### src/rtl/mul_issue_control_pkg.sv
// Shared types for the M-extension multiply issue path.
// Provides funct3 encodings, operand sign classes, the issue FSM state
// encoding, the cached-product payload and small decode/select helpers.
package m_extension;

    localparam int unsigned XLEN  = 32;
    localparam int unsigned OPW   = XLEN + 1;
    localparam int unsigned PRODW = 2 * OPW;

    localparam logic [2:0] F3_MUL    = 3'b000;
    localparam logic [2:0] F3_MULH   = 3'b001;
    localparam logic [2:0] F3_MULHSU = 3'b010;
    localparam logic [2:0] F3_MULHU  = 3'b011;

    typedef enum logic [1:0] {
        SS,
        SU,
        UU
    } sign_class_t;

    typedef enum logic [2:0] {
        IDLE,
        ISSUE,
        WAIT,
        RESP,
        DRAIN
    } issue_state_t;

    typedef struct packed {
        logic [XLEN-1:0]   rs1;
        logic [XLEN-1:0]   rs2;
        sign_class_t       cls;
        logic [2*XLEN-1:0] product;
    } cache_entry_t;

    // Operand signedness implied by a multiply funct3.
    function automatic sign_class_t sign_class(input logic [2:0] f3);
        case (f3)
            F3_MULHSU: return SU;
            F3_MULHU:  return UU;
            default:   return SS;
        endcase
    endfunction

    // MUL returns the low word; every high-half variant returns the upper word.
    function automatic logic [XLEN-1:0] select_half(input logic [2*XLEN-1:0] p,
                                                    input logic [2:0]        f3);
        return (f3 == F3_MUL) ? p[XLEN-1:0] : p[2*XLEN-1:XLEN];
    endfunction

endpackage

### src/rtl/mul_result_cache.sv
// One-entry product cache with hit compare.
// Ports: clk/rst; wr_en_i/wr_entry_i store an entry; inv_i drops it;
// rs1_i/rs2_i/cls_i/is_mul_i describe the lookup; hit_c_o is the
// combinational hit, product_o the stored 64-bit product.
module mul_result_cache
    import m_extension::*;
(
    input  logic              clk,
    input  logic              rst,
    input  logic              wr_en_i,
    input  cache_entry_t      wr_entry_i,
    input  logic              inv_i,
    input  logic [XLEN-1:0]   rs1_i,
    input  logic [XLEN-1:0]   rs2_i,
    input  sign_class_t       cls_i,
    input  logic              is_mul_i,
    output logic              hit_c_o,
    output logic [2*XLEN-1:0] product_o
);

    logic         valid_q, valid_d;
    cache_entry_t entry_q, entry_d;

    // Next-entry selection: invalidate wins over write.
    always_comb begin
        valid_d = valid_q;
        entry_d = entry_q;
        if (inv_i) begin
            valid_d = 1'b0;
        end else if (wr_en_i) begin
            valid_d = 1'b1;
            entry_d = wr_entry_i;
        end
    end

    always_ff @(posedge clk or posedge rst) begin
        if (rst) begin
            valid_q <= 1'b0;
            entry_q <= '0;
        end else begin
            valid_q <= valid_d;
            entry_q <= entry_d;
        end
    end

    // The low product word does not depend on signedness, so MUL hits any class.
    assign hit_c_o = valid_q && (rs1_i == entry_q.rs1) && (rs2_i == entry_q.rs2)
                     && ((cls_i == entry_q.cls) || is_mul_i);
    assign product_o = entry_q.product;

endmodule

### src/rtl/mul_issue_control.sv
// EX-stage initiator for the iterative multiplier.
// Inputs: EX instruction (ex_valid, ex_is_m, ex_funct3, rs1_data, rs2_data),
// flush, multiplier handshake (mul_done, mul_product).
// Outputs: mul_start/mul_a/mul_b to the multiplier, m_stall (combinational)
// to the pipeline, m_result/m_result_valid strobe, sticky timeout_err.
module mul_issue_control
    import m_extension::*;
#(
    parameter int unsigned TIMEOUT = 16
) (
    input  logic             clk,
    input  logic             rst,
    input  logic             ex_valid,
    input  logic             ex_is_m,
    input  logic [2:0]       ex_funct3,
    input  logic [XLEN-1:0]  rs1_data,
    input  logic [XLEN-1:0]  rs2_data,
    input  logic             flush,
    output logic             mul_start,
    output logic [OPW-1:0]   mul_a,
    output logic [OPW-1:0]   mul_b,
    input  logic             mul_done,
    input  logic [PRODW-1:0] mul_product,
    output logic             m_stall,
    output logic [XLEN-1:0]  m_result,
    output logic             m_result_valid,
    output logic             timeout_err
);

    localparam int unsigned CNT_W = $clog2(TIMEOUT + 1);

    issue_state_t      state_q, state_d;
    logic              mul_start_q, mul_start_d;
    logic [OPW-1:0]    mul_a_q, mul_a_d;
    logic [OPW-1:0]    mul_b_q, mul_b_d;
    logic [2:0]        f3_q, f3_d;
    logic [XLEN-1:0]   m_result_q, m_result_d;
    logic              m_result_valid_q, m_result_valid_d;
    logic              timeout_err_q, timeout_err_d;
    logic [CNT_W-1:0]  cnt_q, cnt_d;

    logic              req_c;
    sign_class_t       req_cls_c;
    logic              hit_c;
    logic [2*XLEN-1:0] cache_product_c;
    logic              cache_wr_c;
    cache_entry_t      cache_entry_c;
    logic              unused_prod_ext;

    assign req_c     = ex_valid & ex_is_m & ~ex_funct3[2] & ~flush;
    assign req_cls_c = sign_class(ex_funct3);

    // Guard bits of the 66-bit product never reach a 32-bit result.
    assign unused_prod_ext = ^mul_product[PRODW-1:2*XLEN];

    // The latched operands double as the cache key of the in-flight multiply.
    assign cache_entry_c.rs1     = mul_a_q[XLEN-1:0];
    assign cache_entry_c.rs2     = mul_b_q[XLEN-1:0];
    assign cache_entry_c.cls     = sign_class(f3_q);
    assign cache_entry_c.product = mul_product[2*XLEN-1:0];

    mul_result_cache u_cache (
        .clk        (clk),
        .rst        (rst),
        .wr_en_i    (cache_wr_c),
        .wr_entry_i (cache_entry_c),
        .inv_i      (1'b0),
        .rs1_i      (rs1_data),
        .rs2_i      (rs2_data),
        .cls_i      (req_cls_c),
        .is_mul_i   (ex_funct3 == F3_MUL),
        .hit_c_o    (hit_c),
        .product_o  (cache_product_c)
    );

    // Issue FSM next-state and registered-output logic.
    always_comb begin
        state_d          = state_q;
        mul_start_d      = 1'b0;
        mul_a_d          = mul_a_q;
        mul_b_d          = mul_b_q;
        f3_d             = f3_q;
        m_result_d       = m_result_q;
        m_result_valid_d = 1'b0;
        timeout_err_d    = timeout_err_q;
        cnt_d            = cnt_q;
        cache_wr_c       = 1'b0;

        case (state_q)
            IDLE: begin
                if (req_c) begin
                    if (hit_c) begin
                        state_d          = RESP;
                        m_result_d       = select_half(cache_product_c, ex_funct3);
                        m_result_valid_d = 1'b1;
                    end else begin
                        state_d     = ISSUE;
                        mul_start_d = 1'b1;
                        mul_a_d     = {(req_cls_c != UU) & rs1_data[XLEN-1], rs1_data};
                        mul_b_d     = {(req_cls_c == SS) & rs2_data[XLEN-1], rs2_data};
                        f3_d        = ex_funct3;
                    end
                end
            end
            ISSUE, WAIT: begin
                if (flush) begin
                    // A completion coinciding with the flush needs no drain.
                    state_d = mul_done ? IDLE : DRAIN;
                end else if (mul_done) begin
                    state_d          = RESP;
                    m_result_d       = select_half(mul_product[2*XLEN-1:0], f3_q);
                    m_result_valid_d = 1'b1;
                    cache_wr_c       = 1'b1;
                end else if ((state_q == WAIT) && (cnt_q >= CNT_W'(TIMEOUT - 1))) begin
                    state_d       = IDLE;
                    timeout_err_d = 1'b1;
                end else begin
                    state_d = WAIT;
                    cnt_d   = (state_q == ISSUE) ? '0 : cnt_q + CNT_W'(1);
                end
            end
            RESP: begin
                state_d = IDLE;
            end
            DRAIN: begin
                if (mul_done) begin
                    state_d = IDLE;
                end
            end
            default: begin
                state_d = IDLE;
            end
        endcase
    end

    always_ff @(posedge clk or posedge rst) begin
        if (rst) begin
            state_q          <= IDLE;
            mul_start_q      <= 1'b0;
            mul_a_q          <= '0;
            mul_b_q          <= '0;
            f3_q             <= '0;
            m_result_q       <= '0;
            m_result_valid_q <= 1'b0;
            timeout_err_q    <= 1'b0;
            cnt_q            <= '0;
        end else begin
            state_q          <= state_d;
            mul_start_q      <= mul_start_d;
            mul_a_q          <= mul_a_d;
            mul_b_q          <= mul_b_d;
            f3_q             <= f3_d;
            m_result_q       <= m_result_d;
            m_result_valid_q <= m_result_valid_d;
            timeout_err_q    <= timeout_err_d;
            cnt_q            <= cnt_d;
        end
    end

    // Stall follows the request combinationally so the pipeline freezes in cycle 0.
    assign m_stall = ~rst & ((req_c & (state_q != RESP))
                             | (state_q == ISSUE) | (state_q == WAIT) | (state_q == DRAIN));

    assign mul_start      = mul_start_q;
    assign mul_a          = mul_a_q;
    assign mul_b          = mul_b_q;
    assign m_result       = m_result_q;
    assign m_result_valid = m_result_valid_q;
    assign timeout_err    = timeout_err_q;

endmodule

### config.mk
export PLATFORM = sky130hd
export DESIGN_NAME = mul_issue_control
export DESIGN_NICKNAME = d
export VERILOG_FILES = /design/src/rtl/mul_issue_control_pkg.sv /design/src/rtl/mul_result_cache.sv /design/src/rtl/mul_issue_control.sv
export SDC_FILE = /design/constraint.sdc
export NUM_CORES = 1
export LEC_CHECK = 0
export ABC_AREA = 1
export BUFFER_PORTS_ARGS = -buffer_cell sky130_fd_sc_hd__buf_2
export CAP_MARGIN = 30
export CORE_AREA = 3 3 146 177
export CTS_CLUSTER_DIAMETER = 150
export DETAILED_ROUTE_END_ITERATION = 8
export DIE_AREA = 0 0 149 180
export PLACE_DENSITY = 0.74
export RECOVER_POWER = 25
export SLEW_MARGIN = 10
export SYNTH_ARGS = -nofsm -noshare
export SYNTH_HDL_FRONTEND = slang
export SYNTH_SLANG_ARGS = --single-unit
### constraint.sdc
create_clock -name clk -period 8.3 [get_ports clk]
set_input_delay 1.245 -clock clk [delete_from_list [all_inputs] [get_ports clk]]
set_output_delay 1.245 -clock clk [all_outputs]
set_load 0.05 [all_outputs]
* Word level (Yosys, flattened, before mapping)
Cells that the tools add are included.
** Word-level totals
- Output and inout port bits :: 102
- Input bits :: 139
- Register bits after elaboration :: 243
** Operators by class
- Reduce and logical (&&, ||, !) cells :: 16
- $add $sub $neg :: 1
- Bitwise operators :: 16
- Equal/unequal tests :: 17
- Mux-type cells :: 27
- Order comparisons :: 1
** Operators by type and width (number)
- $mux W32 :: 6
- $eq A32 B32 Y1 :: 2
- $pmux W32 S2 :: 1
- $eq A3 B2 Y1 const B :: 5
- $mux W3 :: 4
- $ne A2 B2 Y1 const B :: 6
- $logic_not A3 Y1 :: 3
- $pmux W3 S3 :: 1
- $mux W1 :: 8
- $pmux W2 S2 :: 2
- $reduce_and A4 Y1 :: 2
- $and A1 B1 Y1 :: 7
- $mux W2 :: 3
- $not A1 Y1 :: 6
- $add A5 B1 Y5 const B :: 1
- $ge A5 B4 Y1 const B :: 1
- $mux W5 :: 1
- $reduce_and A5 Y1 :: 1
- $logic_and A1 B1 Y1 :: 4
- $eq A3 B1 Y1 const B :: 1
- $eq A3 B3 Y1 const B :: 1
- $ne A3 B2 Y1 const B :: 1
- $or A1 B1 Y1 :: 3
- $reduce_and A3 Y1 :: 1
- 7 further kinds :: 7

* Logic depth before layout (Yosys ltp)
- Depth in word-level cells :: 8
- Gate-level depth with buffers :: 14
- Gate-level depth less buffers :: 13

* Modules after synthesis
A second synthesis with hierarchy kept.
** Second synthesis, totals
- Cells, all modules :: 1558
- Area total of the unflattened synthesis :: 13202.7 µm²
** By module, submodules not included
- mul_result_cache :: times used 1, seq. area each 3278.1 µm², area an instance 6702.7 µm², cells an instance 650
- mul_issue_control :: times used 1, seq. area each 2802.7 µm², area an instance 6500.0 µm², cells an instance 908

* Worst setup path before layout
No wires, ideal clock.
- Path type :: input to output
- From :: in flush
- To :: out m_stall
- Required time :: 7.055 ns
- Slack :: 4.381 ns
- Arrival :: 2.674 ns
- Path buffers :: 1
- Cell stages on the path :: 6
- Path through :: inv_1 -> nand4_1 -> inv_2 -> clkbuf_1 -> o21ai_0 -> a21oi_1
** On the way
- Cells in the longest elaborated chain, start to end :: 7
** RTL lines
- start, declared :: line mul_issue_control.sv:18 : input logic flush,
- $not A1 Y1 (no line)
- $and A1 B1 Y1 :: line mul_issue_control.sv:50 : assign req_c = ex_valid & ex_is_m & ~ex_funct3[2] & ~flush;
- $and A1 B1 Y1 :: line mul_issue_control.sv:161 : assign m_stall = ~rst & ((req_c & (state_q != RESP))
- $or A1 B1 Y1 (3 in series) :: line mul_issue_control.sv:162 : | (state_q == ISSUE) | (state_q == WAIT) | (state_q == DRAIN));
- $and A1 B1 Y1 :: line mul_issue_control.sv:161
- end, declared :: line mul_issue_control.sv:24 : output logic m_stall,
Every way passes these cells.

* Worst setup path after layout
- From :: reg state_q[0]
- To :: reg u_cache.entry_q[100] in the netlist's numbering
** On the way
- Cells in the longest elaborated chain, start to end :: 3
- Elaborated cells between the ends (all ways) :: 4
- Classes of those cells :: eq/ne: 2; mux: 1; reduce/logical: 1
** RTL lines
- start, declared :: line mul_issue_control.sv:32 : issue_state_t state_q, state_d;
- start signal, assigned :: line mul_issue_control.sv:148 : state_q <= state_d;
- $eq A3 B2 Y1 or $eq A3 B1 Y1 (tied branches) :: line mul_issue_control.sv:89 : case (state_q)
- $reduce_or A2 Y1 (*) :: line mul_issue_control.sv:89
- $mux W1 (*) :: line mul_issue_control.sv:89
- end signal, assigned :: line mul_result_cache.sv:42 : entry_q <= entry_d;
- end, declared :: line mul_result_cache.sv:22 : cache_entry_t entry_q, entry_d;
Mark *: on every way between the ends. The rest lies on a longest branch, timed or not.
A chain may end at the register's enable or synchronous reset.

==> flow_summary.ini <==
[critical_path]
cp_top_family = buffers and inverters
critPathCaptureType = flop
cp_max_fo = 97
path_cells = inv_1 -> nor2_1 -> nand2_1 -> nand2_1 -> inv_2 -> nor3_4 -> buf_4 -> buf_4 -> buf_16 -> nand2_1 -> o21ai_0
crit_slowest_cell = nand2_1
worstPathBufferInverterCount = 5
rr_worst_depth = 11
critPathArrivalTime_ps = 5200
cp-start-kind = flop
cp.required_ps = 8730
cp_common_cell = nand2_1
max_stage_delay_ps = 1110
timing.rr.end = u_cache.entry_q[100]$_DFFE_PP0P_
r2r-start = state_q[0]$_DFFE_PP0P_
reg2reg_setup_slack_ps = 3520
crit_type = reg2reg

[cells_and_area]
drive_gt1_share_pct = 18.06
multi_input_area_um2 = 4626
mostFrequentLayoutCells = nand2_1, dfrtp_1, buf_2, inv_1, o21ai_0
syn_to_final_growth_pct = 15.83
final_common_cell = nand2_1
regArea_um2 = 6081
fill_cells = 2310
nets = 1861

[detailed_routing]
via_per_inst = 5.212
firstDrtPassIters = 6
ant_nets = 0
drt-wirelength-per-cell_um = 16.13
drt_wl_total_um = 33300
drc = 0
vias = 10760
first_iter_violations = 652

[floorplanning]
die_h_um = 180
rows = 63
core_um2 = 24440
pin_count = 241
start_util_pct = 49.43
die_area_um2 = 26820
die_x_um = 149

[global_route]
grt.total_usage_pct = 24.84
grt_overflow = 0
grt_start_max_net_pins = 109
grt_pass1_vias = 10730
antenna_found_initial = 4
grt_pass1_wl_um = 54920

[yosys]
synth_top_area_share_pct = 50.35
syn_nets = 1726
async_reset_ff_share_pct = 100.0
syn_inst = 1585
synth.yosys.seq_area_share_pct = 50.35
synth.distinct_cells = 27
ys_warn_count = 0
syn_avg_cell_area_um2 = 7.620
ys_ff_latch = 243
ys.flop_type = dfrtp_1
synth_edf_count = 0
synth_top_area_cell = dfrtp_1
synth_area_um2 = 12080
synth.area.top_cells = dfrtp_1, nand2_1, o21ai_0

[sta]
timing.fmax_ghz = 0.2094
tns_ps = 0
setup_viol = 0
fin_crit_ps = 4775
hold_violations = 0
worst_slew_pin_slew_ps = 4879
skew_ps = 8.183
maxSlewViolCount = 109
setup_slack_ps = 3525
rsz0062_at_grt = false
relSlewSlack_pct = -227.1
holdWs_ps = 465.4
min_period_over_period_pct = 57.53

[status]
outcome = finished with violations
failed_checks = max-capacitance violations, max-slew violations

[power_and_ir_drop]
ir_worst_vdd_v = 0.0002595
intPower_w = 0.003161
leakagePower_nw = 7.569
powerDensity_nw_per_um2 = 426.6
combPwrFrac_pct = 45.2
switching_share_pct = 47.04
power.switching_w = 0.002807
p_seq_share_pct = 34.6
clock_power_share_pct = 20.2

[place]
place_congestion = 0.7876
dp_hpwl_um = 21350
dp_slack_ps = 3681
port_buffers = 238

[min_path]
hold_end = m_result[10]$_DFFE_PP0P_
min_from = m_result[10]$_DFFE_PP0P_
min-delay-path-class = reg2reg
min_delay_path_depth = 2

[clock_network]
cts_buffers = 26
cts_tree = built
postCtsHoldBufs = 0
clkLatencyLatePin_ps = 520
cts_setup_buffers = 0
clock_tree.root_cell = clkbuf_16
ctsResizeCount = 0
clock_path_buffers = 3
cts_sinks = 243
htree_levels = 1
clk_pin_slew_ps = 60

[run]
drv_cap = 2
worst reg2reg max path: cells and delay by family (launching register included):
kind	cells	cell delay, ps
AND/OR/NAND/NOR	5	1800
buffers and inverters	5	2370
flip-flops	1	420
AO/OA/AOI/OAI	1	100
power groups by stage:
stage          sequential, W  clock [W]  combinational, W
6_report             0.00207    0.00120           0.00270
5_1_grt              0.00213    0.00128           0.00298
4_1_cts              0.00206    0.00123           0.00271
3_5_place_dp         0.00208          0           0.00269
3_3_place_gp         0.00205          0           0.00262
2_1_floorplan        0.00226          0           0.00199
layout make-up:
cell class | instances | share of cell area, %
flip-flops and latches | 243 | 43.47
well taps | 325 | 2.907
diodes | 1 | 0.01789
inverters | 149 | 4.007
multi-input cells | 1045 | 33.06
clock buffers | 37 | 5.670
clock inverters | 10 | 0.7602
repair buffers | 255 | 10.11
state kept, by name, indices dropped and copies added, names as in the netlist:
register	cells
mul_start	1
mul_b	33
mul_a	33
cnt_q	5
timeout_err	1
u_cache.valid_q	1
m_result_valid	1
u_cache.entry_q	66
u_cache.product_o	64
f3_q	3
state_q	3
m_result	32
Yosys cell counts (all sizes together), types with 3 or more instances:
cell type / n
nand2: 656
dfrtp: 243
inv: 149
o21ai: 133
buf: 98
nand4: 71
clkbuf: 50
nor2: 45
nand3: 42
a21oi: 38
a31oi: 33
xnor2: 12
nor3: 5
or2: 3
cell families after synthesis:
kind of cell | synth area share (%)
flip-flops | 50.35
XOR/XNOR | 0.8702
buffers and inverters | 11.61
AND/OR/NAND/NOR | 27.83
adder cells (fa/ha/maj) | 0.2072
AO/OA/AOI/OAI | 9.137
worst max-delay path by stage:
stage / slack [ps] / cells past startpoint / end / start
4_1_cts: 4040 / 8 / m_stall / flush
6_report: 3520 / 11 / u_cache.entry_q[100]$_DFFE_PP0P_ / state_q[0]$_DFFE_PP0P_
3_3_place_gp: 3750 / 11 / mul_b[20]$_DFFE_PP0P_ / ex_funct3[0]
5_1_grt: 2950 / 3 / u_cache.entry_q[85]$_DFFE_PP0P_ / rst
3_5_place_dp: 3680 / 11 / mul_a[8]$_DFFE_PP0P_ / ex_funct3[0]
2_1_floorplan: 380 / 1 / cnt_q[0]$_DFFE_PP0P_ / rst
metal layers:
layer	GRT usage (%)	part of all wire, %
met1	32.36	41
met2	42.49	48
met3	5.396	8.8
met4	5.751	1.8
met5	0	0.17
metrics by stage:
stage / cells / cell area (µm²) / power, W / util (%)
finish: 2065 / 13990 / 0.005968 / 57.25
global route: 2064 / 13990 / 0.006397 / 57.24
CTS: 2061 / 13920 / 0.006000 / 56.98
detailed placement: 2014 / 13020 / 0.004770 / 53.30
global placement: 2012 / 12970 / 0.004666 / 53.07
floorplan: 1585 / 12080 / 0.004254 / -
No activity file was read; power rests on OpenSTA's default activity.
